**src/rtl/clk_rst_pkg.sv**
```systemverilog
// Shared state encodings, default timing constants and helpers for the clock/reset sequencer.
// StSoft exists only when CLK_RST_SOFT_RESET_EN is defined.
package clk_rst_pkg;

    typedef enum logic [2:0] {
        StMgrRst   = 3'd0,
        StWaitLock = 3'd1,
        StStable   = 3'd2,
        StRelIo    = 3'd3,
        StRelCore  = 3'd4,
        StRelDbg   = 3'd5,
`ifdef CLK_RST_SOFT_RESET_EN
        StRun      = 3'd6,
        StSoft     = 3'd7
`else
        StRun      = 3'd6
`endif
    } seq_state_e;

    localparam int unsigned DefSyncStages       = 2;
    localparam int unsigned DefLockStableCycles = 1024;
    localparam int unsigned DefLockTimeoutCycles = 65536;
    localparam int unsigned DefMgrRstCycles     = 16;
    localparam int unsigned DefStageGap         = 8;
    localparam int unsigned DefRetryW           = 4;

    function automatic int unsigned max_of4(input int unsigned a, input int unsigned b,
                                            input int unsigned c, input int unsigned d);
        int unsigned m;
        m = a;
        if (b > m) m = b;
        if (c > m) m = c;
        if (d > m) m = d;
        return m;
    endfunction

endpackage

```
**src/rtl/lock_sync.sv**
```systemverilog
// Multi-flop synchroniser for a single asynchronous level, cleared to 0 by the async reset.
module lock_sync #(
    parameter int unsigned SYNC_STAGES = 2
) (
    input  logic clk_i,
    input  logic rst_i,
    input  logic d_i,
    output logic q_o
);

    logic [SYNC_STAGES-1:0] sync_q;

    always_ff @(posedge clk_i or posedge rst_i) begin
        if (rst_i) begin
            sync_q <= '0;
        end else begin
            sync_q <= {sync_q[SYNC_STAGES-2:0], d_i};
        end
    end

    assign q_o = sync_q[SYNC_STAGES-1];

endmodule

```
**src/rtl/clk_reset_sequencer.sv**
```systemverilog
// Clock-manager bring-up: lock wait with retry, stable window, ordered domain reset release.
// Optional soft-reset path is built when CLK_RST_SOFT_RESET_EN is defined.
module clk_reset_sequencer
    import clk_rst_pkg::*;
#(
    parameter int unsigned SYNC_STAGES         = DefSyncStages,
    parameter int unsigned LOCK_STABLE_CYCLES  = DefLockStableCycles,
    parameter int unsigned LOCK_TIMEOUT_CYCLES = DefLockTimeoutCycles,
    parameter int unsigned MGR_RST_CYCLES      = DefMgrRstCycles,
    parameter int unsigned STAGE_GAP           = DefStageGap,
    parameter int unsigned RETRY_W             = DefRetryW
) (
    input  logic               clk_i,
    input  logic               reset_i,
    input  logic               locked_i,
`ifdef CLK_RST_SOFT_RESET_EN
    input  logic               soft_reset_req_i,
`endif
    output logic               mgr_reset_o,
    output logic               io_reset_o,
    output logic               core_reset_o,
    output logic               dbg_reset_o,
    output logic               ready_o,
    output logic [2:0]         seq_state_o,
    output logic [RETRY_W-1:0] retry_cnt_o
);

    localparam int unsigned CntMax = max_of4(LOCK_STABLE_CYCLES, LOCK_TIMEOUT_CYCLES,
                                             MGR_RST_CYCLES, STAGE_GAP);
    localparam int unsigned CntW   = $clog2(CntMax) + 1;

    typedef logic [CntW-1:0] cnt_t;

    localparam cnt_t MgrLoad     = cnt_t'(MGR_RST_CYCLES - 1);
    localparam cnt_t TimeoutLoad = cnt_t'(LOCK_TIMEOUT_CYCLES - 1);
    localparam cnt_t StableLoad  = cnt_t'(LOCK_STABLE_CYCLES - 1);
    localparam cnt_t GapLoad     = cnt_t'(STAGE_GAP - 1);

    seq_state_e         state_q, state_d;
    cnt_t               cnt_q, cnt_d, cnt_load;
    logic [RETRY_W-1:0] retry_q, retry_d;
    logic               mgr_q, io_q, core_q, dbg_q;
    logic               mgr_d, io_d, core_d, dbg_d;
    logic               lk;
    logic               cnt_zero;
    logic               lock_loss;

    lock_sync #(
        .SYNC_STAGES(SYNC_STAGES)
    ) u_lock_sync (
        .clk_i(clk_i),
        .rst_i(reset_i),
        .d_i  (locked_i),
        .q_o  (lk)
    );

`ifdef CLK_RST_SOFT_RESET_EN
    logic soft_req;

    lock_sync #(
        .SYNC_STAGES(SYNC_STAGES)
    ) u_soft_sync (
        .clk_i(clk_i),
        .rst_i(reset_i),
        .d_i  (soft_reset_req_i),
        .q_o  (soft_req)
    );
`endif

    assign cnt_zero  = (cnt_q == '0);
    assign lock_loss = !lk && (state_q inside {StRelIo, StRelCore, StRelDbg, StRun});

    always_comb begin
        state_d = state_q;
        retry_d = retry_q;
        unique case (state_q)
            StMgrRst: begin
                if (cnt_zero) state_d = StWaitLock;
            end
            StWaitLock: begin
                if (lk) begin
                    state_d = StStable;
                end else if (cnt_zero) begin
                    state_d = StMgrRst;
                    if (retry_q != '1) retry_d = retry_q + RETRY_W'(1);
                end
            end
            StStable: begin
                if (!lk) state_d = StWaitLock;
                else if (cnt_zero) state_d = StRelIo;
            end
            StRelIo: begin
                if (!lk) state_d = StWaitLock;
                else if (cnt_zero) state_d = StRelCore;
            end
            StRelCore: begin
                if (!lk) state_d = StWaitLock;
                else if (cnt_zero) state_d = StRelDbg;
            end
            StRelDbg: begin
                if (!lk) state_d = StWaitLock;
                else if (cnt_zero) state_d = StRun;
            end
            StRun: begin
                if (!lk) state_d = StWaitLock;
            end
`ifdef CLK_RST_SOFT_RESET_EN
            StSoft: begin
                if (!lk) state_d = StWaitLock;
                else if (cnt_zero) state_d = StRelIo;
            end
`endif
            default: state_d = StMgrRst;
        endcase
`ifdef CLK_RST_SOFT_RESET_EN
        // Soft request overrides stage advance but never a lock loss.
        if (soft_req && lk && (state_q inside {StRelIo, StRelCore, StRelDbg, StRun})) begin
            state_d = StSoft;
        end
`endif
    end

    always_comb begin
        cnt_load = GapLoad;
        case (state_d)
            StMgrRst:   cnt_load = MgrLoad;
            StWaitLock: cnt_load = TimeoutLoad;
            StStable:   cnt_load = StableLoad;
            default:    cnt_load = GapLoad;
        endcase
        if (state_d != state_q) cnt_d = cnt_load;
        else if (cnt_zero)      cnt_d = cnt_q;
        else                    cnt_d = cnt_q - cnt_t'(1);
    end

    // Resets are registered from the next state so each falls on the first cycle of its stage.
    always_comb begin
        mgr_d  = (state_d == StMgrRst);
        io_d   = !(state_d inside {StRelIo, StRelCore, StRelDbg, StRun});
        core_d = !(state_d inside {StRelCore, StRelDbg, StRun});
        dbg_d  = !(state_d inside {StRelDbg, StRun});
    end

    always_ff @(posedge clk_i or posedge reset_i) begin
        if (reset_i) begin
            state_q <= StMgrRst;
            cnt_q   <= MgrLoad;
            retry_q <= '0;
            mgr_q   <= 1'b1;
            io_q    <= 1'b1;
            core_q  <= 1'b1;
            dbg_q   <= 1'b1;
        end else begin
            state_q <= state_d;
            cnt_q   <= cnt_d;
            retry_q <= retry_d;
            mgr_q   <= mgr_d;
            io_q    <= io_d;
            core_q  <= core_d;
            dbg_q   <= dbg_d;
        end
    end

    assign mgr_reset_o  = mgr_q;
    assign io_reset_o   = io_q | lock_loss;
    assign core_reset_o = core_q | lock_loss;
    assign dbg_reset_o  = dbg_q | lock_loss;
    assign ready_o      = (state_q == StRun) && lk;
    assign seq_state_o  = state_q;
    assign retry_cnt_o  = retry_q;

endmodule
```
**config.mk**
```make
export PLATFORM = sky130hd
export DESIGN_NAME = clk_reset_sequencer
export DESIGN_NICKNAME = d
export VERILOG_FILES = /design/src/rtl/clk_rst_pkg.sv /design/src/rtl/lock_sync.sv /design/src/rtl/clk_reset_sequencer.sv
export SDC_FILE = /design/constraint.sdc
export NUM_CORES = 1
export LEC_CHECK = 0
export ABC_CLOCK_PERIOD_IN_PS = 3100
export CELL_PAD_IN_SITES_DETAIL_PLACEMENT = 2
export CELL_PAD_IN_SITES_GLOBAL_PLACEMENT = 2
export CORE_UTILIZATION = 35
export DETAILED_ROUTE_END_ITERATION = 7
export HOLD_SLACK_MARGIN = 0.05
export PLACE_DENSITY = 0.83
export SLEW_MARGIN = 20
export SYNTH_ARGS = -nofsm -noshare
export SYNTH_HDL_FRONTEND = slang
export SYNTH_SLANG_ARGS = --single-unit
```
**constraint.sdc**
```tcl
create_clock -name clk_i -period 3.1 [get_ports clk_i]
set_clock_uncertainty 0.15 [all_clocks]
set_input_delay 0.465 -clock clk_i [delete_from_list [all_inputs] [get_ports clk_i]]
set_output_delay 0.465 -clock clk_i [all_outputs]
set_load 0.01 [all_outputs]
```
Word level (Yosys, flattened, before mapping)
Cells that the tools add are included.
- output and inout bits: 12
- ROM bits: 0
- bits in latches: 0
- memories: 0
- word-level logic and storage cells: 59
- input port bits: 3
- bits in registers: 30
- RAM bits: 0
- divide/modulo/power cells: 0
- magnitude comparators: 0
- equal/unequal tests: 15
- multiplexer cells: 16
- reductions and logical operators: 14
- add/sub/neg operators: 2
- bitwise operators: 4
- shift operators: 0
- multipliers: 0
- operators by type and width (cell ; count):
    one-hot mux 16 bit (3 select lines) ; 1
    two-way mux 3 bit ; 12
    two-way mux 17 bit ; 2
    one-hot mux 3 bit (7 select lines) ; 1
    == test 3 bit, second input constant ; 6
    zero test 17 bit ; 1
    subtractor 17 x 1 -> 17 bit, second input constant ; 1
    == test 3 x 2 -> 1 bit, second input constant ; 4
    nonzero test 4 bit ; 2
    == test 3 x 1 -> 1 bit, second input constant ; 2
    zero test 3 bit ; 2
    adder 4 x 1 -> 4 bit, second input constant ; 1
    zero test 1 bit ; 4
    != test 4 bit, second input constant ; 1
    AND reduction 4 bit ; 1
    != test 3 bit ; 1
    OR 1 bit ; 3
    nonzero test 3 bit ; 1
    logical AND 1 bit ; 2
    != test 2 x 1 -> 1 bit, second input constant ; 1
    nonzero test 2 bit ; 1
    NOT 1 bit ; 1

Depth between registers and ports, before layout
- word-level depth: 7
- depth in mapped cells: 8
- mapped depth without buffers: 7

Hierarchy
Synthesis repeated with hierarchy kept, for this count alone.
- cell total of the unflattened synthesis: 216
- area, all modules: 1986.9 um^2
- modules (own cells, without submodules) (module ; cells an instance ; area each (um^2) ; instances ; seq. area each (um^2)):
    clk_reset_sequencer ; 213 ; 1933.1 ; 1 ; 710.7
    lock_sync ; 3 ; 53.8 ; 1 ; 50.0

Least setup slack after synthesis
No wires, ideal clock.
- path kind: register -> register
- start point: register cnt_q[0]
- end point: register cnt_q[15]
- period minus slack after synthesis: 2.147 ns
- path slack: 0.953 ns
- data required time: 2.808 ns
- path buffers: 1
- data arrival time: 1.855 ns
- library setup time: 0.142 ns
- cell stages (with the launch flop): 7
- path through: dfstp_2 > or4_1 > buf_2 > or4_4 > o21a_1 > o22ai_1 > a31oi_1
- word-level cells in the longest chain between the ends: 7
- elaborated cells between the ends (all ways): 22
- classes of those cells: 1 x add/sub; 4 x eq/ne; 15 x mux; 2 x reduce/logical
- ends and longest elaborated chain (element ; RTL line ; text):
    start, declared ; clk_reset_sequencer.sv:40 ; cnt_t cnt_q, cnt_d, cnt_load;
    start signal, assigned ; clk_reset_sequencer.sv:147 ; cnt_q <= MgrLoad;
    start signal, assigned ; clk_reset_sequencer.sv:155 ; cnt_q <= cnt_d;
    zero test 17 bit ; clk_reset_sequencer.sv:70 ; assign cnt_zero = (cnt_q == '0);
    two-way mux 3 bit, on equally long branches (2 in series) ; n/a ;
    one-hot mux 3 bit (7 select lines) ; clk_reset_sequencer.sv:76 ; unique case (state_q)
    == test 3 x 2 -> 1 bit (tied with other cells) ; clk_reset_sequencer.sv:125 ; case (state_d)
    one-hot mux 16 bit (3 select lines) ; clk_reset_sequencer.sv:125 ;
    two-way mux 17 bit ; clk_reset_sequencer.sv:131 ; if (state_d != state_q) cnt_d = cnt_load;
Parallel ways exist; a longest one is shown, timed or not. The select of a mux whose other input is x is not followed.
A chain may end at the register's enable or synchronous reset.

Worst setup path in the final report
- start point: register state_q[1], in the netlist seq_state_o[1]
- end point: output port io_reset_o
- word-level cells in the longest chain between the ends: 4
- elaborated cells between the ends (all ways): 7
- classes of those cells: 4 x eq/ne; 1 x bitwise; 2 x reduce/logical
- ends and longest elaborated chain (element ; RTL line ; text):
    start, declared ; clk_reset_sequencer.sv:39 ; seq_state_e state_q, state_d;
    start signal, assigned ; clk_reset_sequencer.sv:146 ; state_q <= StMgrRst;
    start signal, assigned ; clk_reset_sequencer.sv:154 ; state_q <= state_d;
    == test 3 x 2 -> 1 bit / == test 3 bit (equally long branches) ; clk_reset_sequencer.sv:71 ; assign lock_loss = !lk && (state_q inside {StRelIo, StRelCore, StRelDbg, StRun});
    nonzero test 4 bit (*) ; clk_reset_sequencer.sv:71 ;
    logical AND 1 bit (*) ; clk_reset_sequencer.sv:71 ;
    OR 1 bit (*) ; clk_reset_sequencer.sv:165 ; assign io_reset_o = io_q | lock_loss;
    end, declared ; clk_reset_sequencer.sv:20 ; output logic io_reset_o,
Mark *: on every way between the ends. The rest lies on a longest branch, timed or not.

==> key figures <==
Finish
  – Count of non-filler cells in the finished layout: 296
  – Proportion of layout cells with a drive suffix above 1: 0.155
  – Antenna diode count: 0
  – Synthesis-to-finish area growth: 17.2%
  – Total number of nets in the final design: 231
  – Most used cells in the layout excluding fill and tap cells: 22 x dfrtp_1, 20 x nor2_1, 18 x nand2_1, 14 x a21oi_1, 14 x clkdlybuf4s50_1
  – Number of fill cells in the layout: 594
  – Most common cell after layout, fill and taps aside: dfrtp_1

Clock network
  – Clock transition at the registers of the reported paths: 0.06 ns
  – Number of CTS-inserted buffers: 5
  – Deepest clock path buffer count: 2
  – Count of instances resized after the clock tree is built: 0
  – Depth of the CTS H-tree: 2
  – Post CTS Setup Buffer Count: 0
  – Number of sinks driven by the clock tree: 30
  – Source-to-sink clock delay at the later pin of the worst-skew pair: 0.29 ns
  – TritonCTS clock tree: built
  – CTS root buf: clkbuf_8
  – Number of buffers added to fix hold violations after cts: 0

Routing
  – Vias per Instance: 5.62
  – Pre-antenna DRT Iters: 4
  – Total via count in the routed design: 1663
  – Initial drt markers: 126
  – Detail Route Antenna Nets: 0
  – Avg WL per Cell: 19.5 um
  – Routed Wire Length: 5.78 mm
  – DRC violations left: 0

Synthesis
  – Area fraction in and, or, nand and nor cells after synthesis: 0.249
  – Mux cell area share after synthesis: 0.00613
  – Post-synthesis cell type count: 46
  – XOR/XNOR Fraction of Synth Area: 0.0619
  – Area of the mapped netlist: 1840 um2
  – Number of synthesized flops with an enable pin: 0
  – Synthesized flop and latch total: 30
  – Main combinational cell family by area after synthesis: simple AND/OR/NAND/NOR gates
  – Post-synthesis area per instance: 8.75 um2
  – YS warnings: 0
  – Share of the synthesized area in compound gates (AO/OA/AOI/OAI): 0.208
  – Synthesized net count: 216
  – Adder and majority gate portion of the synthesized area: 0.0204
  – Register area share after synthesis: 0.414
  – Commonest register cell after synthesis: dfrtp_1
  – Post-synthesis cell count: 210
  – Asr flop ratio synth: 1.00

Setup path
  – Critical path startpoint category: flop
  – Class of the most critical setup path: flop to primary output
  – Data required time of the critical path: 2.48 ns
  – Crit path max fanout: 7
  – Data arrival time at the worst-slack endpoint: 2.16 ns
  – Critical Path End Type: primary output

Run status
  – Outcome: finished clean

Placed design
  – Final weighted congestion in routability-driven placement: 0.727
  – HPWL Detailed: 4.01 mm
  – Port Buffers: 14
  – Placed Instances: 288

Timing
  – Setup repair after global routing missed its margin: no
  – Maximum operating frequency: 361 MHz
  – Tightest Pin Transition: 0.839 ns
  – Setup violation total in the final timing report: 0
  – Tightest hold margin: 0.208 ns
  – Final hold vios: 0
  – Final slew viol count: 0
  – Final critical-path share of the clock period: 0.894
  – Setup Total Neg Slack: 0 ns
  – Clock period minus worst slack: 2.77 ns
  – Relative max-transition margin: 0.439

Pwr
  – Design Power: 1.46 mW
  – Leakage component of the power: 0.795 nW
  – Power density over the cells: 679 nW/um2
  – IR drop worst, VDD: 0.305 mV

Hold path
  – Type of the worst min-delay path: flop to flop

Die
  – Starting utilization of the core area: 0.362
  – Num rows: 26
  – Core Footprint: 5070 um2
  – Floorplan die area: 5550 um2
  – Height of the die: 74.5 um
  – Number of top-level pins: 15
  – Die extent in x: 74.5 um

Global route
  – Wire length of the first global-routing pass: 9.38 mm
  – Number of antenna violations at the first check in global routing: 0
  – Overall overflow remaining after global route: 0
  – Via count of the first global-routing pass: 1767
  – Tot GR Track Use: 0.230
  – Pin count of the biggest net entering global routing: 31

Run
  – Maximum capacitance violations: 0
-- worst max-delay path, cell delays in order, from the launching register on --
cell and delay (ns):
dfrtp_1 0.36, and2_1 0.35, nor2_1 0.13, o21a_1 0.22, or2_2 0.29, clkdlybuf4s50_1 0.52
-- per-layer routing --
| metal | GRT usage | vias to the layer above | routed length [um] |
|---|---|---|---|
| met5 | 0 | - | 0 |
| met4 | 0.0503 | 0 | 55 |
| met3 | 0.0461 | 5 | 133 |
| met2 | 0.382 | 20 | 2970 |
| met1 | 0.310 | 851 | 2620 |
| li1 | - | 787 | - |
-- Yosys cell counts (all sizes together) (6+ instances only) --
master | number | share of area
o22ai | 6 | 0.020
dfstp | 8 | 0.11
xnor2 | 8 | 0.038
o21ai | 15 | 0.041
nand3 | 6 | 0.016
dfrtp | 22 | 0.30
a21oi | 14 | 0.038
nor2 | 20 | 0.041
clkbuf | 9 | 0.018
nor3 | 8 | 0.030
inv | 7 | 0.014
nand2 | 18 | 0.037
-- flip-flops by register name, summed over array words and instances (netlist names) --
register            flops
dbg_q                   1
core_q                  1
mgr_reset_o             1
cnt_q                  17
seq_state_o             3
io_q                    1
retry_cnt_o             4
u_lock_sync.sync_q      2
-- worst paths after layout --
| kind | slack [ns] | end | startpoint | cells after the start |
|---|---|---|---|---|
| setup / recovery | 0.33 | io_reset_o | seq_state_o[1]$_DFF_PP0_ | 5 |
| hold / removal | 0.21 | u_lock_sync.sync_q[1]$_DFF_PP0_ | u_lock_sync.sync_q[0]$_DFF_PP0_ | 0 |
| min in group asynchronous | 0.41 | retry_cnt_o[3]$_DFFE_PP0P_ | reset_i | 3 |
| hold reg to reg | 0.21 | u_lock_sync.sync_q[1]$_DFF_PP0_ | u_lock_sync.sync_q[0]$_DFF_PP0_ | 0 |
| setup reg to reg | 0.56 | cnt_q[8]$_DFFE_PP0P_ | cnt_q[12]$_DFFE_PP0P_ | 6 |
| max in group asynchronous | 2.05 | dbg_q$_DFF_PP1_ | reset_i | 3 |
-- cells by family (layout without fill, tap and decap cells) --
| family | Yosys count | in the layout |
|---|---|---|
| AND/OR/NAND/NOR | 84 | 84 |
| AO/OA/AOI/OAI | 60 | 60 |
| flip-flops | 30 | 30 |
| buffers and inverters | 19 | 35 |
| XOR/XNOR | 13 | 13 |
| adder cells (fa/ha/maj) | 3 | 3 |
| multiplexers | 1 | 1 |
-- stage by stage --
step           setup WS (ns)  area (um2)  utilization
3_3_place_gp           0.712        2060        0.406
3_5_place_dp           0.574        2060        0.406
2_1_floorplan          0.953        1840            -
4_1_cts                0.324        2150        0.424
5_1_grt                0.289        2150        0.424
6_report               0.329        2150        0.424
-- where the power goes --
group | switching (mW) | internal (mW) | total, mW
sequential | 0.0863 | 0.495 | 0.581
combinational | 0.323 | 0.229 | 0.552
clock | 0.150 | 0.179 | 0.328
-- area by class of cell --
class	count	area [um2]	share of cell area
repair buffers	20	185	0.0860
inverters	7	26.3	0.0122
clock buffers	7	86.3	0.0401
well taps	70	87.6	0.0407
flip-flops and latches	30	761	0.353
clock inverters	1	5.00	0.00232
multi-input cells	161	1000	0.465
Note: power is estimated with default switching activity, not from simulation.
